==> src/rtl/fp_mult_param.sv <==
// Sequential shift-add floating-point multiplier with selectable rounding,
// special-value handling and overflow/underflow/invalid flags.
module fp_mult_param #(
  parameter int EXP_W = 8,
  parameter int MAN_W = 23
) (
  input  logic                     clk,
  input  logic                     rst,
  input  logic [EXP_W+MAN_W:0]     inBus,
  input  logic                     startFP,
  input  logic                     rndMode,
  output logic [EXP_W+MAN_W:0]     resBus,
  output logic                     doneFP,
  output logic                     busy,
  output logic                     ovf,
  output logic                     unf,
  output logic                     inv
);
  localparam int W  = 1 + EXP_W + MAN_W;
  localparam int P  = MAN_W + 1;
  localparam int EW = EXP_W + 2;
  localparam int CW = $clog2(P + 1);
  localparam logic signed [EW-1:0] BIAS = EW'((1 << (EXP_W - 1)) - 1);
  localparam logic signed [EW-1:0] EMAX = EW'((1 << EXP_W) - 1);
  localparam logic signed [EW-1:0] EONE = EW'(1);
  localparam logic [W-1:0] QNAN =
    {1'b0, {EXP_W{1'b1}}, 1'b1, {(MAN_W-1){1'b0}}};

  typedef enum logic [2:0] {
    IDLE, LOAD_A, LOAD_B, CHECK, MULT, NORM, ROUND
  } state_t;

  state_t state, nextState;

  logic [W-1:0]     aReg, bReg;
  logic             rnd, sgn;
  logic [P-1:0]     mcand, mplier, man;
  logic [2*P-1:0]   prod;
  logic [CW-1:0]    count;
  logic signed [EW-1:0] expR;
  logic             guard, sticky;

  logic [EXP_W-1:0] eA, eB;
  logic [MAN_W-1:0] fA, fB;
  logic nanA, nanB, infA, infB, zeroA, zeroB, special, sgnAB;
  logic signed [EW-1:0] eSum;

  assign eA = aReg[W-2:MAN_W];
  assign eB = bReg[W-2:MAN_W];
  assign fA = aReg[MAN_W-1:0];
  assign fB = bReg[MAN_W-1:0];
  assign nanA  = (&eA) & (|fA);
  assign nanB  = (&eB) & (|fB);
  assign infA  = (&eA) & ~(|fA);
  assign infB  = (&eB) & ~(|fB);
  assign zeroA = ~(|eA);
  assign zeroB = ~(|eB);
  assign special = nanA | nanB | infA | infB | zeroA | zeroB;
  assign sgnAB = aReg[W-1] ^ bReg[W-1];
  assign eSum = $signed({2'b00, eA}) + $signed({2'b00, eB}) - BIAS;
  assign busy = (state != IDLE);

  logic [W-1:0] spRes;
  logic         spInv;

  always_comb begin
    spRes = {sgnAB, {(W-1){1'b0}}};
    spInv = 1'b0;
    if (nanA | nanB) begin
      spRes = QNAN;
    end else if ((infA | infB) & (zeroA | zeroB)) begin
      spRes = QNAN;
      spInv = 1'b1;
    end else if (infA | infB) begin
      spRes = {sgnAB, {EXP_W{1'b1}}, {MAN_W{1'b0}}};
    end
  end

  logic [P:0]   addV, hiSum, manR;
  logic         inc;
  logic signed [EW-1:0] eRnd;
  logic [W-1:0] rndRes;
  logic         rndOvf, rndUnf;

  assign addV  = mplier[0] ? {1'b0, mcand} : '0;
  assign hiSum = {1'b0, prod[2*P-1:P]} + addV;
  assign inc   = rnd & guard & (sticky | man[0]);
  assign manR  = {1'b0, man} + {{P{1'b0}}, inc};
  // Carry-out leaves the fraction bits at zero, i.e. mantissa 1.0.
  assign eRnd  = expR + $signed({{(EW-1){1'b0}}, manR[P]});

  always_comb begin
    rndRes = {sgn, eRnd[EXP_W-1:0], manR[MAN_W-1:0]};
    rndOvf = 1'b0;
    rndUnf = 1'b0;
    if (eRnd >= EMAX) begin
      rndRes = {sgn, {EXP_W{1'b1}}, {MAN_W{1'b0}}};
      rndOvf = 1'b1;
    end else if (eRnd <= 0) begin
      rndRes = {sgn, {(W-1){1'b0}}};
      rndUnf = 1'b1;
    end
  end

  always_comb begin
    nextState = state;
    unique case (state)
      IDLE:    if (startFP) nextState = LOAD_A;
      LOAD_A:  nextState = LOAD_B;
      LOAD_B:  nextState = CHECK;
      CHECK:   nextState = special ? IDLE : MULT;
      MULT:    if (count == CW'(1)) nextState = NORM;
      NORM:    nextState = ROUND;
      ROUND:   nextState = IDLE;
      default: nextState = IDLE;
    endcase
  end

  always_ff @(posedge clk) begin
    if (rst) state <= IDLE;
    else     state <= nextState;
  end

  always_ff @(posedge clk) begin
    if (rst) begin
      aReg   <= '0;
      bReg   <= '0;
      rnd    <= 1'b0;
      sgn    <= 1'b0;
      mcand  <= '0;
      mplier <= '0;
      prod   <= '0;
      count  <= '0;
      expR   <= '0;
      man    <= '0;
      guard  <= 1'b0;
      sticky <= 1'b0;
      resBus <= '0;
      doneFP <= 1'b0;
      ovf    <= 1'b0;
      unf    <= 1'b0;
      inv    <= 1'b0;
    end else begin
      doneFP <= 1'b0;
      unique case (state)
        LOAD_A: aReg <= inBus;
        LOAD_B: begin
          bReg <= inBus;
          rnd  <= rndMode;
        end
        CHECK: begin
          sgn <= sgnAB;
          if (special) begin
            resBus <= spRes;
            inv    <= spInv;
            ovf    <= 1'b0;
            unf    <= 1'b0;
            doneFP <= 1'b1;
          end else begin
            mcand  <= {1'b1, fA};
            mplier <= {1'b1, fB};
            prod   <= '0;
            count  <= CW'(P);
            expR   <= eSum;
          end
        end
        MULT: begin
          prod   <= {hiSum, prod[P-1:1]};
          mplier <= mplier >> 1;
          count  <= count - CW'(1);
        end
        NORM: begin
          if (prod[2*P-1]) begin
            man    <= prod[2*P-1:P];
            guard  <= prod[P-1];
            sticky <= |prod[P-2:0];
            expR   <= expR + EONE;
          end else begin
            man    <= prod[2*P-2:P-1];
            guard  <= prod[P-2];
            sticky <= |prod[P-3:0];
          end
        end
        ROUND: begin
          resBus <= rndRes;
          ovf    <= rndOvf;
          unf    <= rndUnf;
          inv    <= 1'b0;
          doneFP <= 1'b1;
        end
        default: ;
      endcase
    end
  end
endmodule

==> config.mk <==
export PLATFORM = sky130hd
export DESIGN_NAME = fp_mult_param
export DESIGN_NICKNAME = d
export VERILOG_FILES = /design/src/rtl/fp_mult_param.sv
export SDC_FILE = /design/constraint.sdc
export NUM_CORES = 1
export LEC_CHECK = 0
export CAP_MARGIN = 20
export CORE_MARGIN = 2
export CORE_UTILIZATION = 40
export DETAILED_ROUTE_END_ITERATION = 12
export SYNTH_ARGS = -nofsm -noshare
export SYNTH_HDL_FRONTEND = slang
export SYNTH_SLANG_ARGS = --single-unit
==> constraint.sdc <==
create_clock -name clk -period 7.8 [get_ports clk]
set_input_delay 1.17 -clock clk [delete_from_list [all_inputs] [get_ports clk]]
set_output_delay 1.17 -clock clk [all_outputs]
set_load 0.01 [all_outputs]
==> run_results.csv, run 1 <==
group,metric,value,unit
drt,wl_met3,1190,um
logic_synthesis,synth.avg_cell_area,8.107,um^2
timing,fin_crit,4.286,ns
timing,drv_slew,0,
place,dp_hpwl,18490,um
worst_setup_path,crit_arrival,4.71,ns
drt,viasPerCell,5.302,
power_and_ir_drop,p_per_area,198.6,mW/mm^2
worst_setup_path,worstPathRequired,8.22,ns
floorplanning,initial_core_util,40.95,%
min_path,hold_path_startpoint,"mcand[15]",
drt,firstDrtPassIters,5,
logic_synthesis,synth_top_family_by_area,"simple AND/OR/NAND/NOR gates",
logic_synthesis,ys_seq_elements,242,
logic_synthesis,syn-num-nets,1499,
timing,finalSetupViolations,0,
timing,finalHoldViolCount,0,
cts,cts_buffers,27,
final_layout,fillers,2833,
worst_setup_path,r2r_start,"man[0]",
logic_synthesis,synth_compound_area_share,19.91,%
min_path,hold_class,"register to register",
final_layout,multi_input_area,0.006215,mm^2
final_layout,post_route_cells_drive_above_1_share,4.818,%
logic_synthesis,synthXorXnorAreaFrac,4.276,%
logic_synthesis,yosys_warnings,0,
global_route,grt_max_degree,109,
drt,routedWlPerCell,14.91,um
global_route,grt_pass1_vias,9013,
logic_synthesis,async_flop_share,0,%
power_and_ir_drop,peakVddDrop,0.1558,mV
logic_synthesis,synth_fa_ha_area_share,5.366,%
cts,clk_pin_slew,0.06,ns
cts,clkLatencyLatePin,0.54,ns
global_route,grt_first_pass_wirelength,45960,um
timing,finalSetupTns,0,ns
logic_synthesis,synthCells,1415,
power_and_ir_drop,p_switching,0.6238,mW
timing,tightestPinTransition,1.036,ns
global_route,antenna_found_initial,0,
timing,max_freq,0.2333,GHz
timing,fin_skew,0.008462,ns
place,port-buffer-count,72,
worst_setup_path,startpoint_type,"register",
drt,highest_layer,"met4",
worst_setup_path,setup.worst_path.end_class,"register",
worst_setup_path,critPathMaxFanout,23,
worst_setup_path,worstSetupPathType,"register to register",
logic_synthesis,synth_edf_count,0,
power_and_ir_drop,leakage,4.617,nW
floorplanning,die_w,173.3,um
cts,hold_buffers,0,
cts,cts.repair.resized,0,
final_layout,utilization,47.27,%
logic_synthesis,synth_simple_gate_area_share,22.02,%
cts,clock_path_buffers,3,
floorplanning,core,0.02801,mm^2
timing,relSlewSlack,30.93,%
logic_synthesis,synthMuxAreaShare,2.443,%
worst_setup_path,critical_path.startpoint,"man[0]",
logic_synthesis,ys.flop_type,"dfxtp_1",
floorplanning,rows,61,
place,dp.cells,1787,
cts,root_buffer,"clkbuf_16",
timing,fin_crit_sh,54.95,%
global_route,grtUsageTotal,17.82,%
final_layout,stdcell_count,1831,
job,max-cap-violations,0,
final_layout,areaGrowthSynthToFinish,15.43,%
logic_synthesis,yosysUniqueCellTypes,60,
final_layout,fin_area,0.01324,mm^2
logic_synthesis,synth_area,0.01147,mm^2
place,placed_cell_area,0.01242,mm^2
floorplanning,die_h,173.3,um
global_route,grt.overflow.total,0,
run_status,status,"finished, final reports clean",
floorplanning,dieArea,0.03005,mm^2
power_and_ir_drop,power,2.630,mW
power_and_ir_drop,p_int,2.006,mW
drt,routed_wl,27310,um
floorplanning,pin_count,73,
power_and_ir_drop,power_frac_seq,48.9,%
logic_synthesis,yosysSeqAreaShare,42.23,%
final_layout,seq_area,0.004845,mm^2
power_and_ir_drop,switching_share,23.72,%
place,globalplace.congestion,0.8578,
drt,drt_iter0_markers,674,
power_and_ir_drop,p_comb_share,6.3,%
cts,cts_tree,"done",
cts,cts_max_level,1,
final_layout,fin_nets,1522,
drt,drc,0,
power_and_ir_drop,clkPwrFrac,44.8,%
drt,wl_met1,14150,um
drt,via_count,9708,
cts,cts_sinks,242,
drt,antenna_left,0,
cts,postCtsSetupBuffers,0,
timing,rsz0062_at_grt,"false",
final_layout,n_antenna_cell,0,
drt,met2_length,11510,um
==> per-layer routing <==
metal / track usage (%) / vias up
li1: - / 5034
met3: 2.325 / 34
met4: 3.602 / 0
met1: 26.76 / 4452
met5: 0 / -
met2: 27.23 / 188
==> power groups by stage <==
stage,logic (mW),registers (mW),clock network [mW]
detailed placement,0.167,1.31,0
global placement,0.165,1.31,0
floorplan,0.109,1.30,0
global route,0.185,1.29,1.26
CTS,0.168,1.28,1.21
finish,0.165,1.29,1.18
==> final timing paths <==
path | end | slack [ns] | cells after the start
min | mcand[15] | 0.45 | 2
min reg2reg | mcand[15] | 0.45 | 2
max | resBus[1] | 3.51 | 17
max reg2reg | resBus[1] | 3.51 | 17
==> sequential cells by signal, indices dropped and copies added, names as in the netlist <==
| signal | count |
|---|---|
| sgn | 1 |
| bReg | 32 |
| doneFP | 1 |
| sticky | 1 |
| unf | 1 |
| guard | 1 |
| ovf | 1 |
| resBus | 32 |
| prod | 48 |
| rnd | 1 |
| mplier | 24 |
| mcand | 24 |
| state | 3 |
| count | 5 |
| inv | 1 |
| man | 24 |
| aReg | 32 |
| expR | 10 |
==> synth_stat cells (4+ instances only) <==
cell,number,area [um^2]
nand2_1,299,1122
dfxtp_1,242,4845
a21oi_1,181,905.9
nor2_1,76,285.3
clkbuf_1,73,274.0
nand3_1,51,255.2
ha_1,46,575.6
a211oi_1,44,330.3
and2_1,33,206.5
xnor2_1,33,289.0
o21ai_0,29,145.1
mux2i_1,28,280.3
nor3_1,24,120.1
a22oi_1,23,172.7
nor4_1,23,143.9
xor2_1,23,201.4
o2bb2ai_1,20,175.2
inv_1,19,71.32
nand4_1,15,93.84
buf_2,11,55.05
a21o_1,10,75.07
a31oi_1,10,62.56
and3_1,9,56.30
nor2b_1,9,56.30
o22ai_1,7,43.79
or3_1,7,43.79
buf_1,6,22.52
nand2b_1,5,31.28
a211o_1,4,35.03
o211ai_1,4,30.03
o21a_1,4,30.03
o21bai_1,4,30.03
==> metrics by stage <==
step / hold slack (ns) / setup WS, ns
2_1_floorplan: 0.4317 / 4.271
3_3_place_gp: 0.4384 / 3.556
3_5_place_dp: 0.4433 / 3.478
4_1_cts: 0.4510 / 3.465
5_1_grt: 0.4666 / 3.120
6_report: 0.4498 / 3.514
==> critical path: stages, from the launching register on <==
cell and delay (ns):
dfxtp_1 0.36, o211a_1 0.15, ha_1 0.15, ha_1 0.20
nand2_1 0.08, nor2_1 0.31, nand4_1 0.24, nor3_1 0.37
and3_1 0.22, ha_1 0.23, ha_1 0.29, a31oi_1 0.11
or4_1 0.44, nor4_2 0.20, o22ai_1 0.14, o21ai_2 0.12
buf_4 0.26, a2bb2o_1 0.31
==> cells by family (layout without fill, tap and decap cells) <==
logic type | Yosys count | after routing
AO/OA/AOI/OAI | 367 | 367
flip-flops | 242 | 242
XOR/XNOR | 56 | 56
multiplexers | 28 | 28
adder cells (fa/ha/maj) | 48 | 48
buffers and inverters | 110 | 148
AND/OR/NAND/NOR | 564 | 564
==> layout by cell type (no fill, tap or decap), types with 5 or more instances in the layout <==
cell             synthesis  routed
o22ai_1                  7       7
ha_1                    46      46
mux2i_1                 28      28
xnor2_1                 33      33
o21ai_0                 29      29
inv_1                   19      19
dfxtp_1                242     242
a211oi_1                44      44
a31oi_1                 10      10
a21o_1                  10      10
nor2_1                  76      74
nand4_1                 15      15
nand3_1                 51      50
nor2b_1                  9       9
clkdlybuf4s50_1          0      71
buf_4                    1      13
a22oi_1                 23      23
a21oi_1                181     181
nand2_1                299     299
and3_1                   9       9
or3_1                    7       7
nor4_1                  23      23
clkbuf_8                 0       5
and2_1                  33      32
clkbuf_16                0      27
clkbuf_1                73       6
xor2_1                  23      23
o2bb2ai_1               20      20
nor3_1                  24      24
==> cell type report <==
type / instances / share of cell area (%)
tap: 378 / 3.572
inverter: 19 / 0.5386
sequential: 242 / 36.59
multi-input combinational: 1063 / 46.93
timing repair buffer: 85 / 6.189
clock inverter: 6 / 0.3874
clock buffer: 38 / 5.792
Note: power is estimated with default switching activity, not from simulation.
==> inputs of run 2 (changes only) <==
==> constraint.sdc (replaced) <==
create_clock -name clk -period 3.8 [get_ports clk]
set_input_delay 0.57 -clock clk [delete_from_list [all_inputs] [get_ports clk]]
set_output_delay 0.57 -clock clk [all_outputs]
set_load 0.01 [all_outputs]
==> run 2 against run 1 <==
Count of clock-buffer cells in the layout decreased by 5. Critical path type unchanged. Non-clock buffer count increased by 23. Largest cell class unchanged. Hold slack about the same. Sequential power increased by 100%. Fmax increased by 15%. Sequential share of layout area decreased by 0.72 points. Critical path depth increased by 1. Register-to-register slack got worse by 3.4 ns. Via count increased by 1.4%.
==> run_results.csv, run 2 (synthesized netlist as in run 1, its figures left out) <==
group,metric,value,unit
run_status,status,"finished, final reports clean",
worst_setup_path,worstSetupPathType,"register to register",
cts,clock_path_buffers,3,
timing,tightestPinTransition,1.087,ns
drt,met2_length,11720,um
global_route,grtUsageTotal,18.04,%
timing,relSlewSlack,27.33,%
floorplanning,pin_count,73,
global_route,antenna_found_initial,0,
final_layout,mostFrequentLayoutCells,"298 x nand2_1, 238 x dfxtp_1, 180 x a21oi_1",
worst_setup_path,worstPathRequired,4.22,ns
timing,drv_slew,0,
timing,fin_crit,3.715,ns
final_layout,layout_commonest_cell,"nand2_1",
drt,highest_layer,"met4",
timing,finalHoldViolCount,0,
floorplanning,die_h,173.3,um
final_layout,fin_nets,1544,
timing,finalSetupViolations,0,
final_layout,n_antenna_cell,0,
power_and_ir_drop,p_int,4.075,mW
place,placed_cell_area,0.01257,mm^2
worst_setup_path,setup.worst_path.end_class,"register",
worst_setup_path,crit_chain,"o211a_1 -> ha_2 -> ha_4 -> nand2_4 -> nor2_4 -> nand4_1 -> nor3_2 -> buf_4 -> and3_4 -> ha_4 -> nand3_4 -> xnor2_2 -> or4_4 -> nor4_4 -> o22ai_2 -> o21ai_2 -> buf_6 -> a2bb2o_4",
worst_setup_path,reg2reg_to,"resBus[1]",
global_route,grt_first_pass_wirelength,46400,um
timing,holdWs,0.4496,ns
floorplanning,dieArea,0.03005,mm^2
worst_setup_path,crit_top_cell,"ha_4",
worst_setup_path,cp_top_family,"simple AND/OR/NAND/NOR gates",
global_route,grt.overflow.total,0,
cts,cts_sinks,242,
drt,drt_iter0_markers,673,
final_layout,top_register,"prod",
drt,wl_met1,14600,um
drt,wl_met3,1114,um
drt,routedWlPerCell,15.08,um
floorplanning,die_w,173.3,um
drt,routed_wl,27920,um
drt,viasPerCell,5.317,
min_path,holdPathStages,2,
timing,fin_skew,0.02488,ns
power_and_ir_drop,peakVddDrop,0.3233,mV
cts,cts_buffers,26,
power_and_ir_drop,power,5.353,mW
place,globalplace.congestion,0.8243,
power_and_ir_drop,clkPwrFrac,44.2,%
place,port-buffer-count,72,
timing,rsz0062_at_grt,"true",
final_layout,areaGrowthSynthToFinish,17.88,%
worst_setup_path,rrSetupSlack,0.08,ns
floorplanning,rows,61,
min_path,hold_path_startpoint,"mcand[13]",
drt,firstDrtPassIters,7,
power_and_ir_drop,power_frac_seq,49.3,%
job,max-cap-violations,0,
power_and_ir_drop,p_per_area,395.9,mW/mm^2
cts,root_buffer,"clkbuf_16",
worst_setup_path,r2r_start,"man[0]",
worst_setup_path,startpoint_type,"register",
final_layout,multi_input_area,0.006342,mm^2
worst_setup_path,critical_path.startpoint,"man[0]",
cts,cts_tree,"done",
floorplanning,initial_core_util,40.95,%
timing,finalSetupTns,0,ns
final_layout,utilization,48.27,%
min_path,hold_path_end,"mcand[13]",
final_layout,post_route_cells_drive_above_1_share,7.531,%
drt,antenna_left,0,
worst_setup_path,r2r_cells,18,
final_layout,fin_area,0.01352,mm^2
drt,drc,0,
final_layout,fillers,2759,
timing,fin_crit_sh,97.76,%
global_route,grt_max_degree,91,
worst_setup_path,path_buf_inv,2,
min_path,hold_class,"register to register",
place,dp_hpwl,19320,um
cts,clk_pin_slew,0.06,ns
cts,hold_buffers,0,
worst_setup_path,cpPeakStageDelay,0.51,ns
cts,cts_max_level,1,
cts,clkLatencyLatePin,0.54,ns
worst_setup_path,critPathMaxFanout,7,
power_and_ir_drop,p_switching,1.277,mW
timing,max_freq,0.2692,GHz
worst_setup_path,critPathSlowestCell,"or4_4",
floorplanning,core,0.02801,mm^2
power_and_ir_drop,switching_share,23.87,%
global_route,grt_pass1_vias,9101,
power_and_ir_drop,leakage,4.745,nW
drt,via_count,9847,
final_layout,largest_register_ffs,48,
power_and_ir_drop,p_comb_share,6.5,%
worst_setup_path,crit_arrival,4.14,ns
final_layout,seq_area,0.004850,mm^2
-- run 2: what timing repair did --
action,4_1_cts,5_1_grt
buffers inserted,0,4
setup endpoints to repair,2,28
gates resized for setup,2,30
pin swaps,0,10
-- run 2: final cells by class --
cell class | count | area share [%]
Multi-Input combinational cell | 1063 | 46.90
Sequential cell | 242 | 35.87
Timing Repair Buffer | 108 | 7.449
Clock buffer | 33 | 5.154
Tap cell | 378 | 3.498
Clock inverter | 9 | 0.6015
Inverter | 19 | 0.5274
-- run 2: power groups by stage --
| stage | Sequential, mW | Combinational, mW | Clock [mW] |
|---|---|---|---|
| after floorplan | 2.67 | 0.224 | 0 |
| after global placement | 2.69 | 0.342 | 0 |
| after detailed placement | 2.69 | 0.345 | 0 |
| after CTS | 2.64 | 0.347 | 2.41 |
| after global routing | 2.65 | 0.387 | 2.53 |
| final | 2.64 | 0.347 | 2.37 |
-- run 2: worst max-delay path by stage --
stage	cells after the start	endpoint	slack (ns)
CTS	17	resBus[0]	0.007
detailed placement	18	resBus[0]	0.006
finish	18	resBus[1]	0.08
floorplan	15	resBus[0]	0.27
global placement	18	resBus[1]	-0.008
global route	19	resBus[7]	-0.11
-- run 2: worst reg2reg max path: stages (launching register included) --
cell      delay (ns)
dfxtp_2         0.32
o211a_1         0.17
ha_2            0.20
ha_4            0.15
nand2_4         0.05
nor2_4          0.10
nand4_1         0.16
nor3_2          0.22
buf_4           0.15
and3_4          0.19
ha_4            0.16
nand3_4         0.08
xnor2_2         0.17
or4_4           0.51
nor4_4          0.29
o22ai_2         0.16
o21ai_2         0.16
buf_6           0.15
a2bb2o_4        0.22
-- run 2: per-stage QoR --
stage | std cells | setup WS (ns)
CTS | 1848 | 0.007043
global placement | 1806 | -0.008309
floorplan | 1415 | 0.2709
global route | 1852 | -0.1071
detailed placement | 1806 | 0.005748
finish | 1852 | 0.08499
-- run 2: layer usage --
metal	track usage (%)	up-vias
li1	-	5076
met1	27.09	4530
met2	27.57	203
met3	2.346	38
met4	3.637	0
met5	0	-
==> inputs of run 3 (changes only) <==
--- a/config.mk
+++ b/config.mk
@@ -9,6 +9,7 @@
 export CORE_MARGIN = 2
 export CORE_UTILIZATION = 40
 export DETAILED_ROUTE_END_ITERATION = 12
+export SETUP_SLACK_MARGIN = 0.05
 export SYNTH_ARGS = -nofsm -noshare
 export SYNTH_HDL_FRONTEND = slang
 export SYNTH_SLANG_ARGS = --single-unit
==> constraint.sdc (replaced) <==
create_clock -name clk -period 3.2 [get_ports clk]
set_input_delay 0.48 -clock clk [delete_from_list [all_inputs] [get_ports clk]]
set_output_delay 0.48 -clock clk [all_outputs]
set_load 0.01 [all_outputs]
==> run 3 against run 2 <==
The flow now finishes with violations (negative setup slack). Count of clock-buffer cells in the layout rose by 3. Wire length rose by 1.3%. Hold slack got worse by 0.14 ns. Core utilization rose by 1.6 points. Sequential share of layout area fell by 1.1 points. Highest routed layer unchanged.
==> run_results.csv, run 3 (synthesized netlist as in run 1, its figures left out) <==
group,metric,value,unit
run_status,status,"finished, violations left",
run_status,violations,"negative setup slack",
final_layout,post_route_cells_drive_above_1_share,11.12,%
final_layout,utilization,49.86,%
timing,finalSetupViolations,27,
final_layout,largest_register_ffs,48,
worst_setup_path,worstSetupPathType,"register to register",
floorplanning,pin_count,73,
cts,cts_sinks,242,
place,placed_cell_area,0.01291,mm^2
cts,root_buffer,"clkbuf_16",
drt,firstDrtPassIters,5,
final_layout,top_register,"prod",
floorplanning,die_h,173.3,um
timing,relSlewSlack,45.29,%
cts,cts_max_level,1,
worst_setup_path,cpPeakStageDelay,0.50,ns
worst_setup_path,r2r_cells,17,
worst_setup_path,startpoint_type,"register",
timing,max_freq,0.2881,GHz
drt,via_count,9897,
final_layout,mostFrequentLayoutCells,"298 x nand2_1, 238 x dfxtp_1, 179 x a21oi_1",
place,dp_hpwl,19690,um
worst_setup_path,crit_top_cell,"ha_4",
final_layout,layout_commonest_cell,"nand2_1",
job,max-cap-violations,0,
worst_setup_path,cp_top_family,"simple AND/OR/NAND/NOR gates",
place,port-buffer-count,72,
floorplanning,die_w,173.3,um
worst_setup_path,setup.worst_path.end_class,"register",
final_layout,fin_nets,1575,
drt,viasPerCell,5.239,
timing,tightestPinTransition,0.8195,ns
final_layout,n_antenna_cell,0,
global_route,grt_max_degree,113,
final_layout,fin_area,0.01397,mm^2
floorplanning,initial_core_util,40.95,%
timing,fin_ws,-0.2706,ns
drt,drc,0,
worst_setup_path,path_buf_inv,1,
worst_setup_path,rrSetupSlack,-0.27,ns
drt,antenna_left,0,
min_path,hold_path_end,"aReg[30]",
worst_setup_path,r2r_start,"sticky",
power_and_ir_drop,p_per_area,460.5,mW/mm^2
global_route,grt.overflow.total,0,
floorplanning,dieArea,0.03005,mm^2
timing,rsz0062_at_grt,"true",
global_route,grtUsageTotal,18.58,%
min_path,hold_class,"input pin to register",
timing,fin_crit,3.471,ns
worst_setup_path,crit_arrival,3.89,ns
timing,fin_skew,0.02538,ns
worst_setup_path,worstPathRequired,3.62,ns
floorplanning,core,0.02801,mm^2
cts,clock_path_buffers,3,
final_layout,areaGrowthSynthToFinish,21.76,%
drt,routed_wl,28280,um
global_route,grt_first_pass_wirelength,47480,um
cts,clk_pin_slew,0.06,ns
worst_setup_path,reg2reg_to,"resBus[0]",
drt,routedWlPerCell,14.97,um
power_and_ir_drop,peakVddDrop,0.3651,mV
global_route,antenna_found_initial,0,
min_path,holdPathStages,2,
timing,fin_crit_sh,108.5,%
cts,clkLatencyLatePin,0.55,ns
worst_setup_path,critPathSlowestCell,"or4_4",
timing,drv_slew,0,
worst_setup_path,critPathMaxFanout,6,
worst_setup_path,crit_chain,"o211a_1 -> ha_4 -> ha_4 -> nand2_4 -> nor2_4 -> nand4_1 -> nor3_2 -> and3_4 -> ha_4 -> nand3_4 -> xnor2_2 -> or4_4 -> nor4_4 -> o22ai_2 -> o21ai_2 -> buf_6 -> a2bb2o_2",
global_route,grt_pass1_vias,9242,
floorplanning,rows,61,
power_and_ir_drop,leakage,4.971,nW
cts,cts_tree,"done",
drt,drt_iter0_markers,642,
timing,finalHoldViolCount,0,
min_path,hold_path_startpoint,"rst",
cts,cts_buffers,26,
place,globalplace.congestion,0.8589,
==> run 3: cell count changes in the layout (fill, tap and decap cells not counted), moves of 3 or more <==
| cell | before | now |
|---|---|---|
| a211oi_2 | 0 | 6 |
| buf_4 | 33 | 58 |
| clkbuf_8 | 2 | 5 |
| o2bb2ai_2 | 0 | 5 |
| o2bb2ai_1 | 20 | 15 |
| clkinvlp_4 | 0 | 3 |
| a211oi_1 | 44 | 38 |
| buf_6 | 3 | 7 |
==> run 3: metal layers <==
metal	wire, um	vias to the layer above	GRT usage [%]
met4	478	0	4.061
met2	12250	164	28.32
met1	14610	4566	27.92
met5	0	-	0
met3	936	29	2.303
li1	-	5138	-
==> run 3: through the flow <==
| step | TNS (ns) | hold slack, ns | cells | total power [mW] | setup WS (ns) |
|---|---|---|---|---|---|
| 2_1_floorplan | -2.445 | 0.4317 | 1415 | 3.443 | -0.1221 |
| 3_3_place_gp | -7.165 | 0.4397 | 1835 | 3.612 | -0.3231 |
| 3_5_place_dp | -10.18 | 0.4446 | 1835 | 3.615 | -0.4224 |
| 4_1_cts | -6.875 | 0.2835 | 1886 | 6.514 | -0.3209 |
| 5_1_grt | -12.47 | 0.3120 | 1889 | 6.691 | -0.4967 |
| 6_report | -5.388 | 0.3099 | 1889 | 6.432 | -0.2706 |
==> run 3: worst max-delay path by stage <==
stage | startpoint | to | slack [ns] | depth (start not counted)
floorplan | sticky | resBus[0] | -0.12 | 16
global placement | rnd | resBus[0] | -0.32 | 17
detailed placement | rnd | resBus[0] | -0.42 | 17
CTS | man[0] | resBus[0] | -0.32 | 17
global route | sticky | resBus[9] | -0.50 | 18
finish | sticky | resBus[0] | -0.27 | 17
==> run 3: worst register-to-register path, cell delays in order, from the launching register on <==
cell and delay, ns:
dfxtp_2 0.33, o211a_1 0.20, ha_4 0.15, ha_4 0.14, nand2_4 0.05, nor2_4 0.10
nand4_1 0.14, nor3_2 0.22, and3_4 0.22, ha_4 0.16, nand3_4 0.07, xnor2_2 0.17
or4_4 0.50, nor4_4 0.21, o22ai_2 0.12, o21ai_2 0.17, buf_6 0.15, a2bb2o_2 0.26
==> run 3: report_power, final <==
| part | switching (mW) | total, mW | leakage [nW] | internal (mW) |
|---|---|---|---|---|
| combinational | 0.256 | 0.425 | 2.61 | 0.169 |
| sequential | 0.0582 | 3.13 | 1.96 | 3.07 |
| clock | 1.25 | 2.88 | 0.406 | 1.63 |
==> run 3: area by class of cell <==
cell class | count | area (um^2)
clock buffers | 36 | 738.2
fillers | 2780 | 14040
flip-flops and latches | 242 | 4850
repair buffers | 139 | 1270
inverters | 19 | 71.32
multi-input cells | 1063 | 6469
well taps | 378 | 473.0
clock inverters | 12 | 96.34
==> run 3: repair_timing <==
action	4_1_cts	5_1_grt
resized for setup	17	19
pin swaps	4	8
hold endpoints to repair	0	0
endpoints found under the setup margin	31	34
gates cloned	1	0
hold buffers	0	0
setup buffers	2	4
